$ cat src/rtl/shift_ctrl_pkg.sv
// shift_ctrl_pkg: shared definitions for the shift register command sequencer.
//   - MODE_* : S1/S0 select encodings of the downstream 4-bit bidirectional
//              shift register (also the CMD_OP encodings).
//   - state_e: controller FSM states.
package shift_ctrl_pkg;

  localparam logic [1:0] MODE_ROT_UP = 2'b00;
  localparam logic [1:0] MODE_ROT_DN = 2'b01;
  localparam logic [1:0] MODE_HOLD   = 2'b10;
  localparam logic [1:0] MODE_LOAD   = 2'b11;

  typedef enum logic [1:0] {
    IDLE   = 2'd0,
    SHIFT  = 2'd1,
    FINISH = 2'd2
  } state_e;

endpackage

$ cat src/rtl/shift_step_counter.sv
// shift_step_counter: CNT_W-bit loadable down-counter that tracks the
// remaining active-mode edges of a command.
// Ports:
//   i_clk, i_rst_n : clock, async active-low reset
//   i_load         : load i_load_val (wins over decrement)
//   i_load_val     : step count to load
//   i_dec          : decrement by one (saturates at 0)
//   o_last         : count == 1, i.e. the current edge is the final step
module shift_step_counter #(
  parameter int CNT_W = 3
) (
  input  logic             i_clk,
  input  logic             i_rst_n,
  input  logic             i_load,
  input  logic [CNT_W-1:0] i_load_val,
  input  logic             i_dec,
  output logic             o_last
);

  logic [CNT_W-1:0] r_cnt;

  always_ff @(posedge i_clk or negedge i_rst_n) begin
    if (!i_rst_n)                r_cnt <= '0;
    else if (i_load)             r_cnt <= i_load_val;
    else if (i_dec && |r_cnt)    r_cnt <= r_cnt - {{(CNT_W-1){1'b0}}, 1'b1};
  end

  assign o_last = (r_cnt == {{(CNT_W-1){1'b0}}, 1'b1});

endmodule

$ cat src/rtl/shift_register_controller.sv
// shift_register_controller: command sequencer for a WIDTH-bit bidirectional
// shift register. Accepts load / rotate-up-by-N / rotate-down-by-N / no-op
// commands on a valid/ready handshake, drives the register's S1/S0 selects
// and D inputs for exactly the required number of edges, then captures Q
// into RESULT and pulses DONE.
// Ports:
//   CLK, RSTn          : clock, async active-low reset
//   CMD_VALID/READY    : command handshake
//   CMD_OP/CNT/DATA    : operation, rotate step count, load value
//   S1, S0, D          : registered controls to the shift register
//   Q                  : shift register outputs fed back
//   BUSY, DONE, RESULT : status, one-cycle completion pulse, captured Q
//   MISMATCH           : sticky shadow-model disagreement flag
// Optional: define SHIFT_SHADOW_CHECK_EN to build a shadow copy of the
// register that is compared to Q at the end of each command; otherwise
// MISMATCH is tied low.
module shift_register_controller
  import shift_ctrl_pkg::*;
#(
  parameter int WIDTH = 4,
  parameter int CNT_W = 3
) (
  input  logic             CLK,
  input  logic             RSTn,
  input  logic             CMD_VALID,
  output logic             CMD_READY,
  input  logic [1:0]       CMD_OP,
  input  logic [CNT_W-1:0] CMD_CNT,
  input  logic [WIDTH-1:0] CMD_DATA,
  output logic             S1,
  output logic             S0,
  output logic [WIDTH-1:0] D,
  input  logic [WIDTH-1:0] Q,
  output logic             BUSY,
  output logic             DONE,
  output logic [WIDTH-1:0] RESULT,
  output logic             MISMATCH
);

  state_e           r_state;
  logic [1:0]       r_sel;
  logic [WIDTH-1:0] r_d;
  logic             r_done;
  logic [WIDTH-1:0] r_result;

  logic             w_accept;
  logic             w_is_rot;
  logic             w_cnt_load;
  logic [CNT_W-1:0] w_cnt_val;
  logic             w_last;

  // Ready is gated by RSTn so the source never sees a handshake while held in reset.
  assign CMD_READY  = (r_state == IDLE) && RSTn;
  assign w_accept   = CMD_VALID && CMD_READY;
  assign w_is_rot   = (CMD_OP == MODE_ROT_UP) || (CMD_OP == MODE_ROT_DN);
  // Only commands that need active edges load the counter; a load is one edge.
  assign w_cnt_load = w_accept && ((CMD_OP == MODE_LOAD) || (w_is_rot && |CMD_CNT));
  assign w_cnt_val  = (CMD_OP == MODE_LOAD) ? {{(CNT_W-1){1'b0}}, 1'b1} : CMD_CNT;

  shift_step_counter #(.CNT_W(CNT_W)) u_cnt (
    .i_clk      (CLK),
    .i_rst_n    (RSTn),
    .i_load     (w_cnt_load),
    .i_load_val (w_cnt_val),
    .i_dec      (r_state == SHIFT),
    .o_last     (w_last)
  );

  always_ff @(posedge CLK or negedge RSTn) begin
    if (!RSTn) begin
      r_state  <= IDLE;
      r_sel    <= MODE_HOLD;
      r_d      <= '0;
      r_done   <= 1'b0;
      r_result <= '0;
    end else begin
      case (r_state)
        IDLE: begin
          if (w_accept) begin
            if (CMD_OP == MODE_LOAD) begin
              r_sel   <= MODE_LOAD;
              r_d     <= CMD_DATA;
              r_state <= SHIFT;
            end else if (w_is_rot && |CMD_CNT) begin
              r_sel   <= CMD_OP;
              r_state <= SHIFT;
            end else begin
              // no-op or zero-count rotate: nothing to drive, complete next cycle
              r_done  <= 1'b1;
              r_state <= FINISH;
            end
          end
        end
        SHIFT: begin
          // the edge that sees count==1 is the last active edge; drop to hold after it
          if (w_last) begin
            r_sel   <= MODE_HOLD;
            r_d     <= '0;
            r_done  <= 1'b1;
            r_state <= FINISH;
          end
        end
        FINISH: begin
          r_done   <= 1'b0;
          r_result <= Q;
          r_state  <= IDLE;
        end
        default: begin
          r_sel   <= MODE_HOLD;
          r_d     <= '0;
          r_done  <= 1'b0;
          r_state <= IDLE;
        end
      endcase
    end
  end

  assign S1     = r_sel[1];
  assign S0     = r_sel[0];
  assign D      = r_d;
  assign BUSY   = (r_state != IDLE);
  assign DONE   = r_done;
  assign RESULT = r_result;

`ifdef SHIFT_SHADOW_CHECK_EN
  logic [WIDTH-1:0] r_shadow;
  logic             r_mismatch;

  // Shadow applies the same select/data the register sees on every SHIFT edge.
  always_ff @(posedge CLK or negedge RSTn) begin
    if (!RSTn) begin
      r_shadow   <= '0;
      r_mismatch <= 1'b0;
    end else begin
      if (r_state == SHIFT) begin
        case (r_sel)
          MODE_ROT_UP: r_shadow <= {r_shadow[WIDTH-2:0], r_shadow[WIDTH-1]};
          MODE_ROT_DN: r_shadow <= {r_shadow[0], r_shadow[WIDTH-1:1]};
          MODE_LOAD:   r_shadow <= r_d;
          default:     r_shadow <= r_shadow;
        endcase
      end
      // sticky until reset
      if ((r_state == FINISH) && (r_shadow != Q)) r_mismatch <= 1'b1;
    end
  end

  assign MISMATCH = r_mismatch;
`else
  assign MISMATCH = 1'b0;
`endif

endmodule

$ cat config.mk
export PLATFORM = sky130hd
export DESIGN_NAME = shift_register_controller
export DESIGN_NICKNAME = d
export VERILOG_FILES = /design/src/rtl/shift_ctrl_pkg.sv /design/src/rtl/shift_step_counter.sv /design/src/rtl/shift_register_controller.sv
export SDC_FILE = /design/constraint.sdc
export NUM_CORES = 1
export LEC_CHECK = 0
export ABC_AREA = 0
export CAP_MARGIN = 5
export CORE_ASPECT_RATIO = 0.8
export CORE_UTILIZATION = 25
export DETAILED_ROUTE_END_ITERATION = 16
export GPL_ROUTABILITY_DRIVEN = 0
export PLACE_DENSITY = 0.53
export SLEW_MARGIN = 20
export SYNTH_ARGS = -nofsm -noshare
export SYNTH_HDL_FRONTEND = slang
export SYNTH_SLANG_ARGS = --single-unit
export TNS_END_PERCENT = 10
$ cat constraint.sdc
create_clock -name CLK -period 3.6 [get_ports CLK]
set_clock_uncertainty 0.1 [all_clocks]
set_input_delay 0.54 -clock CLK [delete_from_list [all_inputs] [get_ports CLK]]
set_output_delay 0.54 -clock CLK [all_outputs]
set_load 0.01 [all_outputs]
==> results.py <==
metrics = {
    "routing": {
        "vias_per_cell": 4.75,
        "drc": 0,
        "wirelength_um": 2150,
        "dr_total_vias": 760,
        "wl_per_cell_um": 13.5,
        "antenna_left": 0,
        "drt_iter0_markers": 39,
        "drtPass1Iterations": 4,
    },
    "die": {
        "std_cell_rows": 19,
        "core_area_um2": 3420,
        "fp.dieH_um": 55.7,
        "die_area_um2": 3840,
        "io-pin-count": 30,
        "initial_core_util": 0.263,
        "die_w_um": 69.1,
    },
    "grt": {
        "grt_first_pass_wirelength_um": 3780,
        "grt_use_total": 0.122,
        "antenna_found_initial": 0,
        "met2_usage": 0.189,
        "grt-busiest-layer": "met2",
        "use_met1": 0.159,
        "grtUsageMet3": 0.0453,
        "grt_max_degree": 20,
        "grt_pass1_vias": 799,
        "overflow": 0,
    },
    "timing": {
        "max_freq_ghz": 0.430,
        "slew_violations": 0,
        "maxSlewHeadroom": 0.652,
        "layout_min_cycle_time_ps": 2330,
        "rsz0062_at_grt": "false",
        "fin_crit_sh": 0.647,
        "setup_ws_ps": 1270,
        "final.setup.tns_ps": 0,
        "tightest_slew_ps": 517,
        "finalHoldViolCount": 0,
        "setup_viol": 0,
    },
    "cells_and_area": {
        "fillers": 347,
        "syn_to_final_growth_pct": 39.2,
        "diodes": 0,
        "layout-drive-gt1-share": 0.0932,
        "nets": 138,
        "final_cells": 160,
        "finish.utilization": 0.366,
    },
    "clock_tree": {
        "clk_pin_slew_ps": 70,
        "clock_path_buffers": 2,
        "root_buffer": "clkbuf_8",
        "postCtsSetupRepairBufs": 0,
        "ctsHoldBuffers": 0,
        "cts_max_level": 1,
        "cts_buffers": 3,
        "clk_latency_ps": 250,
        "cts.repair.resized": 0,
        "clock_sinks": 16,
        "tritoncts": "built",
    },
    "synthesis": {
        "synth.largest_area_cell": "dfrtp_1",
        "ys_ff_latch": 16,
        "syn_area_um2": 900,
        "ys_seq_area_frac": 0.446,
        "ys_top_cells_by_area": "dfrtp_1 42%, mux2_2 5.0%, nand3_1 4.5%",
        "synth_nets": 109,
        "synthDistinctLibCells": 35,
        "yosys.area.top_type_share": 0.417,
        "synth_warnings": 0,
        "syn_inst": 90,
        "avgSynthCellArea_um2": 10.0,
    },
    "worst_setup_path": {
        "crit_type": "reg -> out",
        "cp-start-kind": "register",
        "path_delay_family": "buffers and inverters",
        "critPathMaxStageDelay_ps": 530,
        "required_ps": 2960,
        "crit_path_max_fanout": 12,
        "path_buf_inv": 1,
        "critPathCaptureType": "primary output",
        "worstPathArrival_ps": 1690,
        "worstPathCellList": "nor2_1 > and2_1 > clkdlybuf4s50_1",
        "critPathSlowestCell": "clkdlybuf4s50_1",
    },
    "placed_design": {
        "dp_slack_ps": 1210,
        "place_hpwl_um": 1610,
        "port_buffers": 28,
        "dp_cells": 156,
    },
    "outcome": {
        "outcome": "completed",
    },
    "run": {
        "maxCapViolCount": 0,
    },
    "power_and_ir_drop": {
        "leakage_uw": 0.000514,
        "powerDensity_nw_per_um2": 742,
        "ir_drop_v": 0.000362,
    },
    "worst_hold_path": {
        "hold_class": "reg -> reg",
    },
}
metal layers:
layer / share of wire / up-vias
li1: - / 372
met1: 0.48 / 367
met2: 0.47 / 19
met3: 0.041 / 2
met4: 0.0037 / 0
met5: 0 / -
cell type report:
class | count | area [um2] | area share
repair buffers | 29 | 288 | 0.230
flip-flops and latches | 16 | 402 | 0.321
clock buffers | 4 | 45.0 | 0.0360
well taps | 42 | 52.6 | 0.0420
multi-input cells | 62 | 439 | 0.351
inverters | 7 | 26.3 | 0.0210
power breakdown:
part,switching (uW),total [uW],internal [uW]
Combinational,191,448,257
Clock,62.2,141,78.4
Sequential,70.0,341,271
Total,324,930,606
state kept, by name, summed over array words and instances, names as in the netlist:
register / flops
D: 4
DONE: 1
RESULT: 4
r_sel: 2
r_state: 2
u_cnt.r_cnt: 3
path summary, 6_finish.rpt:
path	endpoint	slack, ps	cells past startpoint	from
min reg2reg	RESULT[0]$_DFFE_PN0P_	410	1	RESULT[0]$_DFFE_PN0P_
min	RESULT[0]$_DFFE_PN0P_	410	1	RESULT[0]$_DFFE_PN0P_
max	CMD_READY	1270	3	r_state[0]$_DFFE_PN0P_
min in group asynchronous	r_state[0]$_DFFE_PN0P_	550	2	RSTn
max reg2reg	r_sel[1]$_DFFE_PN1P_	1960	3	r_state[0]$_DFFE_PN0P_
max in group asynchronous	r_sel[1]$_DFFE_PN1P_	2580	2	RSTn
worst reg2reg max path, stage by stage, from the launching register on:
cell	delay, ps
dfrtp_1	500
and4bb_1	520
nand3_1	130
a211o_1	310
cells in the final DEF (no fill, tap or decap), types with 4 or more instances in the layout:
| cell type | Yosys | routed |
|---|---|---|
| inv_1 | 7 | 7 |
| o31ai_1 | 4 | 4 |
| nand2b_1 | 4 | 4 |
| clkdlybuf4s50_1 | 0 | 28 |
| a21oi_1 | 4 | 4 |
| mux2_2 | 4 | 4 |
| o21ai_0 | 4 | 4 |
| nor2b_1 | 4 | 4 |
| dfrtp_1 | 15 | 15 |
| nand3_1 | 8 | 8 |
synthesized netlist by cell type:
cell / count
o221ai_1: 1
and4bb_1: 1
buf_6: 1
mux2i_1: 1
conb_1: 1
o21ai_0: 4
and3b_1: 1
nor2_1: 2
buf_4: 1
buf_2: 2
clkbuf_1: 1
nor4_1: 1
nor3_1: 1
or4_4: 1
nand4bb_1: 1
ha_1: 3
a21oi_1: 4
o31ai_1: 4
and2_1: 2
o2111ai_1: 1
and2b_1: 1
nand2_1: 3
dfrtp_1: 15
dfstp_2: 1
inv_1: 7
nand3b_1: 2
o21a_1: 1
nand3_1: 8
and2_4: 1
a211o_1: 1
o211ai_1: 3
nand2b_1: 4
nor2b_1: 4
mux2_2: 4
nand4b_1: 1
stage by stage:
stage	hold slack, ps	instance area [um2]	power (uW)
6_report	414	1250	930
5_1_grt	444	1250	1010
4_1_cts	418	1250	944
3_5_place_dp	395	1210	794
3_3_place_gp	395	1210	787
2_1_floorplan	144	900	582
kinds of logic (layout without fill, tap and decap cells):
| kind of cell | after synthesis | after routing | synth area share |
|---|---|---|---|
| AND/OR/NAND/NOR | 34 | 34 | 0.241 |
| AO/OA/AOI/OAI | 19 | 19 | 0.140 |
| flip-flops | 16 | 16 | 0.446 |
| buffers and inverters | 12 | 40 | 0.0654 |
| multiplexers | 5 | 5 | 0.0612 |
| adder cells (fa/ha/maj) | 3 | 3 | 0.0417 |
| other | 1 | 1 | 0.00417 |
Note: power is estimated with default switching activity, not from simulation.
